### config.mk
export PLATFORM = sky130hd
export DESIGN_NAME = cancid_stream_ctx_v4
export DESIGN_NICKNAME = d
export VERILOG_FILES = /design/src/rtl/cancid_stream_ctx_v4.sv
export SDC_FILE = /design/constraint.sdc
export NUM_CORES = 2
export LEC_CHECK = 0
export BUFFER_PORTS_ARGS = -buffer_cell sky130_fd_sc_hd__buf_2
export CORE_UTILIZATION = 47
export DETAILED_ROUTE_END_ITERATION = 8
export SLEW_MARGIN = 20
export SYNTH_ARGS = -nofsm -noshare
export SYNTH_HDL_FRONTEND = slang
export SYNTH_SLANG_ARGS = --single-unit
### constraint.sdc
create_clock -name clk -period 5.2 [get_ports clk]
set_clock_uncertainty 0.05 [all_clocks]
set_input_delay 0.78 -clock clk [delete_from_list [all_inputs] [get_ports clk]]
set_output_delay 0.78 -clock clk [all_outputs]
set_load 0.03 [all_outputs]
### src/rtl/cancid_stream_ctx_v4.sv
// Per-stream context manager for one regex category engine: saves and
// restores DFA state per stream ID, gates characters to the active packet,
// tracks per-packet matches and keeps saturating per-stream/global counts.
module cancid_stream_ctx_v4 #(
    parameter int unsigned STATE_W = 11,
    parameter int unsigned SID_W   = 6,
    parameter int unsigned COUNT_W = 16,
    parameter int unsigned TOTAL_W = 32
) (
    input  logic               clk,
    input  logic               rst_n,
    input  logic               load_state,
    input  logic [SID_W-1:0]   stream_id,
    input  logic               new_stream_id,
    input  logic               enable,
    input  logic               char_in_vld,
    input  logic               eop,
    input  logic [STATE_W-1:0] core_state_out,
    input  logic               core_accept,
    output logic [STATE_W-1:0] core_state_in,
    output logic               core_state_in_vld,
    output logic               core_char_vld,
    output logic               fired,
    input  logic [SID_W-1:0]   rd_sid,
    output logic [COUNT_W-1:0] rd_count,
    output logic [TOTAL_W-1:0] total_count
);

    localparam int unsigned NUM_STREAMS = 2 ** SID_W;

    localparam logic [0:0] IDLE   = 1'b0;
    localparam logic [0:0] ACTIVE = 1'b1;

    localparam logic [COUNT_W-1:0] COUNT_MAX = {COUNT_W{1'b1}};
    localparam logic [TOTAL_W-1:0] TOTAL_MAX = {TOTAL_W{1'b1}};

    logic [0:0]         state_q;
    logic [0:0]         state_d;
    logic [SID_W-1:0]   cur_sid;
    logic               cur_en;
    logic [NUM_STREAMS-1:0] valid_q;

    // Context RAMs: not reset, staleness is tracked by valid_q.
    logic [STATE_W-1:0] state_mem [NUM_STREAMS];
    logic [COUNT_W-1:0] count_mem [NUM_STREAMS];

    logic               is_active;
    logic               end_pkt;
    logic               commit;
    logic               do_load;
    logic               do_clear;
    logic               hit;
    logic               fwd;
    logic [STATE_W-1:0] restore_val;
    logic [COUNT_W-1:0] cur_count;
    logic [COUNT_W-1:0] count_next;
    logic [TOTAL_W-1:0] total_next;

    // Event decode; reset suppresses every RAM write so a mid-packet reset discards the packet.
    always_comb begin
        is_active = (state_q == ACTIVE);
        end_pkt   = is_active & eop;
        commit    = rst_n & end_pkt & cur_en;
        do_load   = rst_n & load_state;
        do_clear  = do_load & new_stream_id;
        hit       = fired | core_accept;
        fwd       = end_pkt & cur_en & (stream_id == cur_sid);
    end

    // Restore value: a fresh stream restarts at zero, a same-cycle commit to
    // the same stream is forwarded, otherwise the saved state if still valid.
    always_comb begin
        restore_val = '0;
        if (new_stream_id) begin
            restore_val = '0;
        end else if (fwd) begin
            restore_val = core_state_out;
        end else if (valid_q[stream_id]) begin
            restore_val = state_mem[stream_id];
        end
    end

    // Saturating increments for the committing stream and the global total.
    always_comb begin
        cur_count  = count_mem[cur_sid];
        count_next = cur_count;
        total_next = total_count;
        if (hit && (cur_count != COUNT_MAX)) begin
            count_next = cur_count + COUNT_W'(1);
        end
        if (hit && (total_count != TOTAL_MAX)) begin
            total_next = total_count + TOTAL_W'(1);
        end
    end

    // FSM next state: a load always (re)enters ACTIVE, eop closes the packet.
    always_comb begin
        state_d = state_q;
        if (load_state) begin
            state_d = ACTIVE;
        end else if (end_pkt) begin
            state_d = IDLE;
        end
    end

    // FSM state register.
    always_ff @(posedge clk) begin
        if (!rst_n) begin
            state_q <= IDLE;
        end else begin
            state_q <= state_d;
        end
    end

    // Per-packet context: stream, enable and the speculative match flag.
    always_ff @(posedge clk) begin
        if (!rst_n) begin
            cur_sid <= '0;
            cur_en  <= 1'b0;
            fired   <= 1'b0;
        end else begin
            if (load_state) begin
                cur_sid <= stream_id;
                cur_en  <= enable;
                fired   <= 1'b0;
            end else if (end_pkt && !cur_en) begin
                fired   <= 1'b0;
            end else if (is_active && core_accept) begin
                fired   <= 1'b1;
            end
        end
    end

    // One-cycle restore strobe and held restore state toward the core.
    always_ff @(posedge clk) begin
        if (!rst_n) begin
            core_state_in     <= '0;
            core_state_in_vld <= 1'b0;
        end else begin
            core_state_in_vld <= load_state;
            if (load_state) begin
                core_state_in <= restore_val;
            end
        end
    end

    // Global matched-packet counter.
    always_ff @(posedge clk) begin
        if (!rst_n) begin
            total_count <= '0;
        end else if (commit) begin
            total_count <= total_next;
        end
    end

    // Valid bitmap: commit marks valid, then a new-stream load clears it.
    always_ff @(posedge clk) begin
        if (!rst_n) begin
            valid_q <= '0;
        end else begin
            if (commit) begin
                valid_q[cur_sid] <= 1'b1;
            end
            if (do_clear) begin
                valid_q[stream_id] <= 1'b0;
            end
        end
    end

    // Context RAM writes: commit first, then the new-stream count clear wins.
    always_ff @(posedge clk) begin
        if (commit) begin
            state_mem[cur_sid] <= core_state_out;
            count_mem[cur_sid] <= count_next;
        end
        if (do_clear) begin
            count_mem[stream_id] <= '0;
        end
    end

    // Registered count read port, old data on a same-cycle write.
    always_ff @(posedge clk) begin
        if (!rst_n) begin
            rd_count <= '0;
        end else begin
            rd_count <= count_mem[rd_sid];
        end
    end

    // Characters reach the core only while a packet is active.
    always_comb begin
        core_char_vld = char_in_vld & is_active;
    end

endmodule

==> reports/metrics.yaml <==
logic_synthesis:
  synth_edf_count: 704
  synth-seq-cells: 1867
  async_flop_share_pct: 0
  syn_inst: 7782
  yosys.area_share.xor_xnor_pct: 0.326
  postSynthAreaPerCell_um2: 11.0
  syn_area_um2: 85700
  synth_fa_ha_area_share_pct: 0.0292
  synth_top_family_by_area: "multiplexers"
  synth_seq_area_share_pct: 51.9
  ys.flop_type: "dfxtp_1"
  synth_nets: 7815
  muxShareOfSynthArea_pct: 17.0
  yosysWarnings: 0
  synth_cell_type_count: 78
  synth_simple_gate_area_share_pct: 12.6
  synth_compound_gate_area_share_pct: 14.3
floorplanning:
  die_area_um2: 184000
  start_util_pct: 47.3
  num_rows: 156
  core-area_um2: 181000
  fp.dieW_um: 429
  chipHeight_um: 429
  io_pins: 93
grt:
  grt_max_degree: 97
  grt_pass1_vias: 65364
  grt_first_pass_wirelength_um: 470000
  grt_overflow: 0
  track_usage_pct: 34.8
  antenna_found_initial: 23
power_and_ir_drop:
  power_density_nw_per_um2: 325
  ir_worst_vdd_mv: 0.272
  p_leak_uw: 0.0337
timing:
  fin_tns_setup_ps: 0
  rsz0062_at_grt: "false"
  hold_viol: 0
  timing.hold.ws_ps: 108
  finalMaxSlewViolations: 0
  min_period_ps: 4950
  relSlewSlack_pct: 17.5
  max_freq_mhz: 202
  setup_viol: 0
  tightest_slew_ps: 1230
  finalCritPeriodShare_pct: 95.1
critical_path:
  worst-setup-path-type: "flop to flop"
  cp-end-kind: "flop"
  slowest_stage: "dfxtp_4"
  worstPathCellList: "buf_12 -> mux4_2 -> nand2_1 -> and3_1 -> o41a_1 -> nor2_1 -> ha_1 -> inv_1 -> nor2_1 -> nand2_1 -> xnor2_1 -> nor2_4 -> buf_4 -> a211oi_1"
  slowest_delay_ps: 810
  worstPathArrival_ps: 5590
  crit_path_start_kind: "flop"
  critical_path.top_delay_family: "simple AND/OR/NAND/NOR gates"
  cp.required_ps: 5840
  crit_fanout: 26
  crit_buf_inv: 3
cts:
  clock_tree.root_cell: "clkbuf_16"
  cts_max_level: 4
  clk_latency_ps: 890
  cts_tree: "done"
  clockBufferDepth: 3
  cts-buffers-inserted: 195
  cts_sinks: 1867
  clk_pin_slew_worst_paths_ps: 70
flow_run:
  cap_violations: 0
layout:
  multi_input_area_um2: 38100
  area_delta_synth_final_pct: 13.7
  drive_gt1_share_pct: 18.6
  fillCellCount: 15217
  regArea_um2: 44400
  postLayoutCellArea_um2: 97400
  finalNetCount: 7850
  layout_commonest_cell: "dfxtp_1"
  layout_common_cells: "1159 x dfxtp_1, 1015 x nand2_1, 741 x a21oi_1"
routing:
  final_antenna_net_count: 0
  vias: 70293
  drt-wirelength-per-cell_um: 31.6
  wl_um: 328000
  drt_pass1_iterations: 9
  vias_per_cell: 6.78
  drt_iter0_drc: 10232
  drc_errors: 0
placed_design:
  gp_congestion: 0.986
  io_buffers: 92
  hpwlAfterDp_um: 219000
  dpl-instance-area_um2: 90900
worst_hold_path:
  hp-class: "input port to flop"
status:
  status: "finished clean"
-- per-layer routing --
| metal | up-vias | track usage (%) | wire length (um) |
|---|---|---|---|
| met2 | 4732 | 51.7 | 143000 |
| met4 | 16 | 17.1 | 17900 |
| li1 | 29563 | - | - |
| met5 | - | 0 | 146 |
| met3 | 905 | 9.70 | 41700 |
| met1 | 35077 | 46.9 | 125000 |
-- worst paths after layout --
check / from / to / slack (ps) / depth (start not counted)
setup / recovery: flop / count_mem[45][4]$_SDFFE_PP0P_ / 250 / 14
hold / removal: enable / cur_en$_SDFFE_PN0P_ / 110 / 3
setup reg to reg: flop / count_mem[45][4]$_SDFFE_PP0P_ / 250 / 14
hold reg to reg: core_state_in[10]$_SDFFE_PN0P_ / core_state_in[10]$_SDFFE_PN0P_ / 410 / 2
-- cell type report --
| cell class | instances | area share [%] |
|---|---|---|
| flip-flops and latches | 1867 | 45.6 |
| clock buffers | 271 | 5.56 |
| inverters | 84 | 0.324 |
| clock inverters | 95 | 1.09 |
| well taps | 2370 | 3.04 |
| repair buffers | 555 | 5.20 |
| diodes | 12 | 0.0308 |
| multi-input cells | 5114 | 39.1 |
-- sequential cells by signal (all words and copies together), names as in the netlist, named ones only --
| signal | count |
|---|---|
| core_state_in | 11 |
| core_state_in_vld | 1 |
| count_mem | 1024 |
| cur_en | 1 |
| cur_sid | 6 |
| fired | 1 |
| is_active | 1 |
| rd_count | 16 |
| state_mem | 704 |
| total_count | 32 |
| valid_q | 64 |
-- repair_timing --
item / in CTS / in global routing
gates resized for setup: 0 / 1
endpoints found under the setup margin: 0 / 72
setup buffers: 0 / 1
hold buffers: 0 / 0
-- cells in the mapped netlist, types with 64 or more instances --
master / number / area (um^2)
buf_1: 83 / 312
mux2i_1: 171 / 1710
edfxtp_1: 704 / 21100
or3_1: 84 / 526
clkbuf_1: 504 / 1890
a22oi_1: 356 / 2670
a211oi_1: 66 / 495
nor2_1: 243 / 912
o211ai_1: 64 / 480
a21oi_1: 741 / 3710
dfxtp_1: 1163 / 23300
and2_1: 67 / 419
nor3_1: 139 / 696
inv_1: 82 / 308
o21ai_0: 416 / 2080
mux4_2: 562 / 12700
buf_2: 82 / 410
nand2_1: 1020 / 3830
and3_1: 79 / 494
nand3_1: 607 / 3040
-- cell families (layout without fill, tap and decap cells) --
family,after synthesis,after routing
simple gates,2370,2370
buf+inv,801,1005
flops,1867,1867
mux,750,750
xor+xnor,31,31
other cells,0,12
fa+ha+maj,2,2
compound gates,1961,1961
-- worst min-delay path: cells and delay by family --
| kind | cells | cell delay [ps] |
|---|---|---|
| buf+inv | 1 | 70 |
| mux | 1 | 60 |
| simple gates | 1 | 100 |
-- per-stage QoR --
| step | utilization, % | std cells | worst slack (ps) | total power, uW |
|---|---|---|---|---|
| after floorplan | - | 7782 | 530 | 16700 |
| after global placement | 50.2 | 9989 | 220 | 17700 |
| after detailed placement | 50.2 | 9989 | 207 | 17700 |
| after CTS | 53.8 | 10355 | 187 | 31600 |
| after global routing | 53.8 | 10364 | 136 | 32400 |
| final | 53.8 | 10368 | 254 | 31700 |
-- power by group --
part	internal [uW]	total (uW)	switching (uW)	leakage [uW]
clock	7950	14200	6230	0.00315
combinational	664	2190	1520	0.0148
sequential	15200	15300	83.0	0.0157
total	23800	31700	7840	0.0337
Power figures use the tool's default switching activity.
